$ cat src/rtl/mp_alu_seq_if.sv
// Bundle between the multi-precision sequencer and its environment:
// request/status from the decoder, the data-memory port and the 8-bit ALU port.
interface mp_alu_seq_if #(
  parameter int MAX_LEN = 8,
  parameter int AW      = 8
);
  localparam int LW = $clog2(MAX_LEN) + 1;

  logic          start;
  logic [3:0]    op;
  logic [LW-1:0] len;
  logic [AW-1:0] a_base, b_base, d_base;

  logic [AW-1:0] mem_addr;
  logic [7:0]    mem_rd_data;
  logic          mem_wr_en;
  logic [7:0]    mem_wr_data;

  logic [3:0]    alu_op;
  logic [7:0]    alu_acc, alu_in;
  logic          alu_sc_in, alu_reg_exe;
  logic [7:0]    alu_out;
  logic          alu_sc_out;

  logic          busy, done, err, carry_out, zero;

  modport master (
    input  start, op, len, a_base, b_base, d_base, mem_rd_data, alu_out, alu_sc_out,
    output mem_addr, mem_wr_en, mem_wr_data, alu_op, alu_acc, alu_in, alu_sc_in,
           alu_reg_exe, busy, done, err, carry_out, zero
  );

  modport slave (
    output start, op, len, a_base, b_base, d_base, mem_rd_data, alu_out, alu_sc_out,
    input  mem_addr, mem_wr_en, mem_wr_data, alu_op, alu_acc, alu_in, alu_sc_in,
           alu_reg_exe, busy, done, err, carry_out, zero
  );
endinterface

$ cat src/rtl/mp_alu_seq.sv
// Multi-precision ADD/SUB/SL/SR sequencer: walks operands one byte per pass
// through an external 8-bit ALU, chaining carry/shift bits between bytes.
module mp_alu_seq #(
  parameter int       MAX_LEN = 8,
  parameter int       AW      = 8,
  parameter bit [3:0] OP_ADD  = 4'h0,
  parameter bit [3:0] OP_SUB  = 4'h1,
  parameter bit [3:0] OP_SL   = 4'h3,
  parameter bit [3:0] OP_SR   = 4'h4
) (
  input  logic         CLK,
  input  logic         Reset,
  mp_alu_seq_if.master bus
);
  localparam int LW = $clog2(MAX_LEN) + 1;

  typedef enum logic [2:0] {IDLE, FETCH_A, FETCH_B, CAPTURE, WRITE, DONE} state_t;

  state_t        state, state_nxt;
  logic [3:0]    op_r;
  logic [LW-1:0] len_r, idx, len_clamp;
  logic [AW-1:0] a_r, b_r, d_r;
  logic [7:0]    a_reg, b_reg;
  logic          carry_r, zacc;
  logic          legal, arith, is_sr, last, accept;

  assign legal     = (bus.op == OP_ADD) || (bus.op == OP_SUB) ||
                     (bus.op == OP_SL)  || (bus.op == OP_SR);
  assign len_clamp = (bus.len > LW'(MAX_LEN)) ? LW'(MAX_LEN) : bus.len;
  assign arith     = (op_r == OP_ADD) || (op_r == OP_SUB);
  assign is_sr     = (op_r == OP_SR);
  assign last      = is_sr ? (idx == '0) : (idx == len_r - LW'(1));
  assign accept    = (state == IDLE) && bus.start && legal;

  always_ff @(posedge CLK) begin
    if (Reset) state <= IDLE;
    else       state <= state_nxt;
  end

  always_comb begin
    state_nxt = state;
    unique case (state)
      IDLE:    if (accept) state_nxt = (len_clamp == '0) ? DONE : FETCH_A;
      FETCH_A: state_nxt = arith ? FETCH_B : CAPTURE;
      FETCH_B: state_nxt = CAPTURE;
      CAPTURE: state_nxt = WRITE;
      WRITE:   state_nxt = last ? DONE : FETCH_A;
      DONE:    state_nxt = IDLE;
      default: state_nxt = IDLE;
    endcase
  end

  always_comb begin
    bus.mem_addr    = '0;
    bus.mem_wr_en   = 1'b0;
    bus.mem_wr_data = 8'h00;
    bus.alu_op      = OP_ADD;
    bus.alu_acc     = 8'h00;
    bus.alu_in      = 8'h00;
    bus.alu_sc_in   = 1'b0;
    bus.alu_reg_exe = 1'b0;
    bus.busy        = 1'b0;
    bus.done        = 1'b0;
    bus.err         = (state == IDLE) && bus.start && !legal && !Reset;
    unique case (state)
      FETCH_A: begin
        bus.busy     = 1'b1;
        bus.mem_addr = a_r + AW'(idx);
      end
      FETCH_B: begin
        bus.busy     = 1'b1;
        bus.mem_addr = b_r + AW'(idx);
      end
      CAPTURE: bus.busy = 1'b1;
      WRITE: begin
        bus.busy        = 1'b1;
        bus.alu_op      = op_r;
        bus.alu_acc     = a_reg;
        bus.alu_in      = b_reg;
        bus.alu_sc_in   = carry_r;
        bus.alu_reg_exe = 1'b1;
        // Gated so a reset landing on a write cycle never reaches memory.
        bus.mem_wr_en   = !Reset;
        bus.mem_addr    = d_r + AW'(idx);
        bus.mem_wr_data = bus.alu_out;
      end
      DONE:    bus.done = !Reset;
      default: ;
    endcase
  end

  always_ff @(posedge CLK) begin
    if (Reset) begin
      op_r <= OP_ADD; len_r <= '0; idx <= '0;
      a_r <= '0; b_r <= '0; d_r <= '0;
      a_reg <= 8'h00; b_reg <= 8'h00;
      carry_r <= 1'b0; zacc <= 1'b0;
      bus.carry_out <= 1'b0; bus.zero <= 1'b0;
    end else begin
      unique case (state)
        IDLE: if (accept) begin
          op_r    <= bus.op;
          len_r   <= len_clamp;
          a_r     <= bus.a_base;
          b_r     <= bus.b_base;
          d_r     <= bus.d_base;
          // Zero-length SUB has no byte to consume the borrow-in, so report 0.
          carry_r <= (bus.op == OP_SUB) && (len_clamp != '0);
          zacc    <= 1'b1;
          idx     <= (bus.op == OP_SR) ? len_clamp - LW'(1) : '0;
        end
        FETCH_B: a_reg <= bus.mem_rd_data;
        CAPTURE: if (arith) b_reg <= bus.mem_rd_data;
                 else       a_reg <= bus.mem_rd_data;
        WRITE: begin
          carry_r <= bus.alu_sc_out;
          zacc    <= zacc & (bus.alu_out == 8'h00);
          if (!last) idx <= is_sr ? idx - LW'(1) : idx + LW'(1);
        end
        DONE: begin
          bus.carry_out <= carry_r;
          bus.zero      <= zacc;
        end
        default: ;
      endcase
    end
  end
endmodule

$ cat src/flat_wrapper.sv
// flat-port wrapper written by rule: the top's interface ports become plain ports
module mp_alu_seq_flat 
#(
  parameter int       MAX_LEN = 8,
  parameter int       AW      = 8,
  parameter bit [3:0] OP_ADD  = 4'h0,
  parameter bit [3:0] OP_SUB  = 4'h1,
  parameter bit [3:0] OP_SL   = 4'h3,
  parameter bit [3:0] OP_SR   = 4'h4
)
  (CLK, Reset, bus_start, bus_op, bus_len, bus_a_base, bus_b_base, bus_d_base, bus_mem_rd_data, bus_alu_out, bus_alu_sc_out, bus_mem_addr, bus_mem_wr_en, bus_mem_wr_data, bus_alu_op, bus_alu_acc, bus_alu_in, bus_alu_sc_in, bus_alu_reg_exe, bus_busy, bus_done, bus_err, bus_carry_out, bus_zero);
  mp_alu_seq_if #(.MAX_LEN(MAX_LEN), .AW(AW)) bus_i ();
  input  logic CLK;
  input  logic Reset;
  input wire logic [$bits(bus_i.start)-1:0] bus_start;
  input wire logic [$bits(bus_i.op)-1:0] bus_op;
  input wire logic [$bits(bus_i.len)-1:0] bus_len;
  input wire logic [$bits(bus_i.a_base)-1:0] bus_a_base;
  input wire logic [$bits(bus_i.b_base)-1:0] bus_b_base;
  input wire logic [$bits(bus_i.d_base)-1:0] bus_d_base;
  input wire logic [$bits(bus_i.mem_rd_data)-1:0] bus_mem_rd_data;
  input wire logic [$bits(bus_i.alu_out)-1:0] bus_alu_out;
  input wire logic [$bits(bus_i.alu_sc_out)-1:0] bus_alu_sc_out;
  output wire logic [$bits(bus_i.mem_addr)-1:0] bus_mem_addr;
  output wire logic [$bits(bus_i.mem_wr_en)-1:0] bus_mem_wr_en;
  output wire logic [$bits(bus_i.mem_wr_data)-1:0] bus_mem_wr_data;
  output wire logic [$bits(bus_i.alu_op)-1:0] bus_alu_op;
  output wire logic [$bits(bus_i.alu_acc)-1:0] bus_alu_acc;
  output wire logic [$bits(bus_i.alu_in)-1:0] bus_alu_in;
  output wire logic [$bits(bus_i.alu_sc_in)-1:0] bus_alu_sc_in;
  output wire logic [$bits(bus_i.alu_reg_exe)-1:0] bus_alu_reg_exe;
  output wire logic [$bits(bus_i.busy)-1:0] bus_busy;
  output wire logic [$bits(bus_i.done)-1:0] bus_done;
  output wire logic [$bits(bus_i.err)-1:0] bus_err;
  output wire logic [$bits(bus_i.carry_out)-1:0] bus_carry_out;
  output wire logic [$bits(bus_i.zero)-1:0] bus_zero;
  assign bus_i.start = bus_start;
  assign bus_i.op = bus_op;
  assign bus_i.len = bus_len;
  assign bus_i.a_base = bus_a_base;
  assign bus_i.b_base = bus_b_base;
  assign bus_i.d_base = bus_d_base;
  assign bus_i.mem_rd_data = bus_mem_rd_data;
  assign bus_i.alu_out = bus_alu_out;
  assign bus_i.alu_sc_out = bus_alu_sc_out;
  assign bus_mem_addr = bus_i.mem_addr;
  assign bus_mem_wr_en = bus_i.mem_wr_en;
  assign bus_mem_wr_data = bus_i.mem_wr_data;
  assign bus_alu_op = bus_i.alu_op;
  assign bus_alu_acc = bus_i.alu_acc;
  assign bus_alu_in = bus_i.alu_in;
  assign bus_alu_sc_in = bus_i.alu_sc_in;
  assign bus_alu_reg_exe = bus_i.alu_reg_exe;
  assign bus_busy = bus_i.busy;
  assign bus_done = bus_i.done;
  assign bus_err = bus_i.err;
  assign bus_carry_out = bus_i.carry_out;
  assign bus_zero = bus_i.zero;
  mp_alu_seq #(.MAX_LEN(MAX_LEN), .AW(AW), .OP_ADD(OP_ADD), .OP_SUB(OP_SUB), .OP_SL(OP_SL), .OP_SR(OP_SR)) u_core (.CLK(CLK), .Reset(Reset), .bus(bus_i));
endmodule
$ cat config.mk
export PLATFORM = sky130hd
export DESIGN_NAME = mp_alu_seq_flat
export DESIGN_NICKNAME = d
export VERILOG_FILES = /design/src/rtl/mp_alu_seq_if.sv /design/src/rtl/mp_alu_seq.sv /design/src/flat_wrapper.sv
export SDC_FILE = /design/constraint.sdc
export NUM_CORES = 1
export LEC_CHECK = 0
export ABC_AREA = 1
export ABC_CLOCK_PERIOD_IN_PS = 2820
export CAP_MARGIN = 20
export CORE_ASPECT_RATIO = 0.9
export CORE_MARGIN = 10
export CORE_UTILIZATION = 30
export CTS_BUF_LIST = sky130_fd_sc_hd__clkbuf_8 sky130_fd_sc_hd__clkbuf_16
export DETAILED_ROUTE_END_ITERATION = 7
export HOLD_SLACK_MARGIN = 0.1
export PLACE_DENSITY = 0.62
export SETUP_SLACK_MARGIN = 0.02
export SLEW_MARGIN = 20
export SYNTH_ARGS = -nofsm -noshare
export SYNTH_HDL_FRONTEND = slang
export SYNTH_SLANG_ARGS = --single-unit
$ cat constraint.sdc
create_clock -name CLK -period 2.82 [get_ports CLK]
set_input_delay 0.564 -clock CLK [delete_from_list [all_inputs] [get_ports CLK]]
set_output_delay 0.564 -clock CLK [all_outputs]
set_load 0.005 [all_outputs]
# [Word level (Yosys, flattened, before mapping)]
# Cells that the tools add are included.
[classes] n_addsub=7 order_cmp=1 eq_ne=14 mux=28 bitwise=1 reduce_logical=26
[ops] cell="$mux W8" n=4
[ops] cell="$add A8 B4 Y8" n=3
[ops] cell="$mux W4" n=6
[ops] cell="$pmux W8 S3" n=1
[ops] cell="$logic_not A4 Y1" n=4
[ops] cell="$pmux W8 S2" n=1
[ops] cell="$pmux W3 S5" n=1
[ops] cell="$sub A4 B1 Y4 const B" n=3
[ops] cell="$mux W1" n=9
[ops] cell="$mux W3" n=3
[ops] cell="$eq A4 B1 Y1 const B" n=2
[ops] cell="$eq A4 B3 Y1 const B" n=2
[ops] cell="$logic_not A8 Y1" n=1
[ops] cell="$pmux W4 S2" n=1
[ops] cell="$reduce_and A2 Y1" n=4
[ops] cell="$eq A3 B2 Y1 const B" n=2
[ops] cell="$eq A3 B3 Y1 const B" n=2
[ops] cell="$logic_and A1 B1 Y1" n=5
[ops] cell="$add A4 B1 Y4 const B" n=1
[ops] cell="$eq A4 B2 Y1 const B" n=1
[ops] cell="$eq A4 B4 Y1" n=1
[ops] cell="$gt A4 B4 Y1 const B" n=1
[ops] cell="$logic_or A1 B1 Y1" n=4
[ops] cell="$ne A2 B2 Y1 const B" n=2
[ops] cell="10 further kinds" n=13
[word_totals] regBits=59 output_inout_bits=44 wordCells=90

# [Depth between registers and ports, before layout]
# Gate-level depths: netlist of the first run.
[logic_depth] word_depth=7 depth_mapped=17

# [Worst setup path after synthesis of the first run]
# Ideal clock, no wire load.
[synth_path] kind="reg2out" start="register u_core.state[2]" end="output bus_mem_addr[6]" arrival_time_ns=2.078 setup_slack_ns=0.178 stages_incl_launch_ff=16 n_path_buf=1 cell_sequence="dfxtp_1 inv_2 nor2_4 buf_6 nand2_1 nand3_1 ha_1 inv_1 fa_1 inv_1 nand2_1 nand2_1 a21oi_1 a21oi_2 nand3_1 a21oi_1"
[synth_between] elab_chain_cells=2 elab_cells_between_ends=4
[synth_rtl] item="start, declared" line="mp_alu_seq.sv:19" rtl="state_t state, state_nxt;"
[synth_rtl] item="start signal, assigned" line="mp_alu_seq.sv:37" rtl="else state <= state_nxt;"
[synth_rtl] item="$eq A3 B3 Y1, or another cell as far along" line="mp_alu_seq.sv:65" rtl="unique case (state)"
[synth_rtl] item="$pmux W8 S3 (*)" line="mp_alu_seq.sv:65"
[synth_rtl] item="end, declared" line="flat_wrapper.sv:24" rtl="output wire logic [$bits(bus_i.mem_addr)-1:0] bus_mem_addr;"
# Every way passes the cells marked *; elsewhere a longest branch is shown, timed or not.

# [Worst setup path after layout of the first run]
# Same ends and word-level chain as after synthesis.

==> reports/qor.yml, run 1 <==
status:
  outcome: "complete, but fails checks"
  failing_checks: "negative setup slack"
setup_path:
  path_common_cell: "inv_2"
  worst_case_reg_to_reg_path_depth: 8
  slowest_stage: "dfxtp_4"
  crit-reg2reg-capture: "u_core.carry_r"
  criticalPathCategory: "reg2out"
  slowest_delay_ns: 0.36
  critical_path.endpoint_type: "output port"
  start_kind: "flip-flop"
  cp_data_arrival_time_ns: 2.44
  setup.worst_path.start: "u_core.state[2]"
  critical_path_capture_point: "bus_mem_addr[6]"
  timing.critical_path.cells: "inv_4, nand3_4, inv_2, nand2_1, nand3_4, ha_4, inv_2, fa_2, inv_2, nand2_2, nand2_2, a21oi_4, a21oi_2, nand3_1, a21oi_1, buf_2"
  critical_path.reg2reg.startpoint: "u_core.state[1]"
  critical_path_required_ns: 2.26
  timing.critical_path.fanout_max: 4
  rrSetupSlack_ns: 0.89
final_layout:
  postLayoutCoreUtil_pct: 46.7
  ratio_of_cells_with_drive_above_1_in_the_final_layout_pct: 17.9
  stdcell_count: 753
  finalNetCount: 678
  design_area_um2: 5010
  fillers: 1065
  antenna_cells_inserted: 0
  area_delta_synth_final_pct: 53.2
detailed_routing:
  drt_iter0_drc: 148
  ant_nets: 0
  routedWlPerCell_um: 13.7
  detail_route.vias_per_cell: 4.59
  num_vias: 3460
  route.final.wire_length_um: 10300
  drc_errors: 0
  drtPass1Iterations: 4
power_and_ir_drop:
  static-leakage-power_nw: 2.14
  fin_total_pwr_mw: 3.24
  maximum_vdd_drop_mv: 0.311
  power-per-cell-area_nw_per_um2: 648
floorplan:
  chipHeight_um: 119
  io-pin-count: 96
  fp.dieW_um: 130
  fp.coreArea_um2: 10700
  die-area_um2: 15500
  start_util_pct: 30.5
  rows: 36
synth:
  post_synthesis_instance_total: 494
  synth-warning-count: 0
  synthArstFlopShare_pct: 0
  complex_gate_fraction_of_the_synthesized_area_pct: 16.9
  synth_sequential_area_ratio_pct: 36.1
  synth_adder_area_share_pct: 4.67
  synth.mux.area_fraction_pct: 0
  synth.cell_area_um2: 3270
  synth.avg_cell_area_um2: 6.62
  synth_seq_cells: 59
  yosysUniqueCellTypes: 35
  postSynth.topFlopCell: "dfxtp_1"
  syn_nets: 557
  synth_edf_count: 0
  synth_simple_gate_area_share_pct: 29.6
  synth_top_family_by_area: "simple AND/OR/NAND/NOR gates"
  synth_xor_xnor_area_share_pct: 0.536
timing:
  fin_tns_setup_ns: -0.545
  period_utilisation_layout_pct: 106
  maxSlewViolCount: 0
  timing.max_slew.rel_slack_pct: 68.5
  rsz0062_at_grt: "true"
  tightest_slew_ns: 0.472
  finClkSkew_ns: 0.00529
  max_freq_mhz: 333
  setup_viol_count_final: 5
  finalHoldViolations: 0
  final_period_minus_worst_setup_slack_ns: 3.00
  hold_slack_ns: 0.441
  final_critical_path_setup_slack_ns: -0.183
global_route:
  grt_pass1_wl_um: 16600
  grt_usage_pct: 13.1
  grt_max_degree: 44
  antenna_found_initial: 0
  globalRouteOverflowTotal: 0
  grt_pass1_vias: 3403
clock_tree:
  postCtsHoldBufs: 0
  clk_root_buffer_cell: "clkbuf_16"
  worst_skew_pair.late_latency_ns: 0.32
  ctsHtreeMaxLevel: 3
  clock_sink_count: 59
  max-clock-path-buffers: 2
  cts_buf_count: 9
  clkSlewWorstSetupHoldPaths_ns: 0.05
  cts_tree: "yes"
place:
  placedCellCount: 724
  port_buffers: 95
  globalplace.congestion: 0.802
  post-dp-hpwl_um: 7900
  placedInstanceArea_um2: 4460
  post-place-ws_ns: -0.378
min_path:
  holdCritPathClass: "reg2reg"
flow_run:
  cap_violations: 0
-- power by group --
group	internal, mW	switching [mW]
clock	0.779	0.405
combinational	0.451	0.569
sequential	0.968	0.0720
total	2.20	1.05
-- logic make-up after synthesis --
logic type,count (synthesis)
DFF,59
adders and majority gates,11
and+or+nand+nor,220
buffers and inverters,96
AOI/OAI and AO/OA,106
xor gates and xnor gates,2
-- how the worst min path moves through the flow --
| stage | start | to | cells after the start |
|---|---|---|---|
| 2_1_floorplan | u_core.d_r[1] | u_core.d_r[1] | 2 |
| 3_3_place_gp | u_core.bus.zero | u_core.bus.zero | 2 |
| 3_5_place_dp | u_core.bus.zero | u_core.bus.zero | 2 |
| 4_1_cts | u_core.bus.zero | u_core.bus.zero | 2 |
| 5_1_grt | u_core.a_reg[7] | u_core.a_reg[7] | 2 |
| 6_report | u_core.bus.zero | u_core.bus.zero | 2 |
-- critical path, delay by kind of cell (launching register included) --
| family | cells | cell delay [ns] |
|---|---|---|
| and+or+nand+nor | 6 | 0.49 |
| DFF | 1 | 0.36 |
| AOI/OAI and AO/OA | 3 | 0.38 |
| adders and majority gates | 2 | 0.46 |
| buffers and inverters | 5 | 0.38 |
-- cells in the final DEF, fill, tap and decap left out, types with 3 or more instances in the layout --
master and instances:
a21oi_1 41, buf_2 6, buf_4 31, buf_6 3, clkbuf_16 9, clkdlybuf4s50_1 88, dfxtp_1 56, ha_1 7
inv_1 66, inv_2 6, inv_4 4, nand2_1 65, nand2_2 10, nand2_4 4, nand3_1 18, nand3_2 6
nand3_4 3, nor2_1 96, nor2_4 3, nor3_1 5, o21ai_0 52, o22ai_1 4
-- cell type report --
cell class,instances,area (um^2),area share [%]
Tap cell,133,166,3.32
Clock buffer,9,225,4.50
Sequential cell,59,1190,23.8
Clock inverter,7,98.8,1.97
Inverter,77,304,6.07
Multi-Input combinational cell,339,1830,36.5
Timing Repair Buffer,129,1200,23.9
-- synthesized netlist by cell type (2+ instances only) --
master,instances,area share (%)
nor2_1,97,11
nand2_1,71,8.2
inv_1,69,7.9
dfxtp_1,59,36
o21ai_0,53,8.1
a21oi_1,43,6.6
nand3_1,24,3.7
clkbuf_1,9,1.0
ha_1,9,3.4
inv_2,6,0.69
nor3_1,6,0.92
nand2_2,5,0.96
o22ai_1,5,0.96
buf_1,3,0.34
buf_6,3,1.0
nand2_4,3,1.0
nor2_4,3,1.0
a21oi_2,2,0.54
buf_2,2,0.31
fa_1,2,1.2
nand3_2,2,0.61
nand4_1,2,0.38
nor4_1,2,0.38
or2_2,2,0.38
xor2_1,2,0.54
-- repair_timing --
action,4_1_cts,5_1_grt
endpoints found under the hold margin,0,0
pin swaps,12,16
gates resized for setup,55,16
endpoints found under the setup margin,7,8
setup buffers,7,6
cloned,0,0
-- layer usage --
layer	up-vias	wire, um	track usage (%)
met1	1571	4480	14.8
met4	0	133	3.86
met5	-	0	0
met3	11	480	3.02
met2	69	5230	23.5
li1	1809	-	-
No activity file was read; power rests on OpenSTA's default activity.
==> run 2, diff against run 1 <==
--- a/config.mk
+++ b/config.mk
@@ -12,6 +12,7 @@
 export CORE_MARGIN = 10
 export CORE_UTILIZATION = 30
 export CTS_BUF_LIST = sky130_fd_sc_hd__clkbuf_8 sky130_fd_sc_hd__clkbuf_16
+export CTS_CLUSTER_DIAMETER = 120
 export DETAILED_ROUTE_END_ITERATION = 7
 export HOLD_SLACK_MARGIN = 0.1
 export PLACE_DENSITY = 0.62
==> results of run 2 <==
Same layout as run 1: the final DEF is identical, and so are final timing and power.
==> run 3, diff against run 2 <==
--- a/config.mk
+++ b/config.mk
@@ -7,7 +7,7 @@
 export LEC_CHECK = 0
 export ABC_AREA = 1
 export ABC_CLOCK_PERIOD_IN_PS = 2820
-export CAP_MARGIN = 20
+export CAP_MARGIN = 10
 export CORE_ASPECT_RATIO = 0.9
 export CORE_MARGIN = 10
 export CORE_UTILIZATION = 30
==> results of run 3 <==
Same layout as run 1: the final DEF is identical, and so are final timing and power.
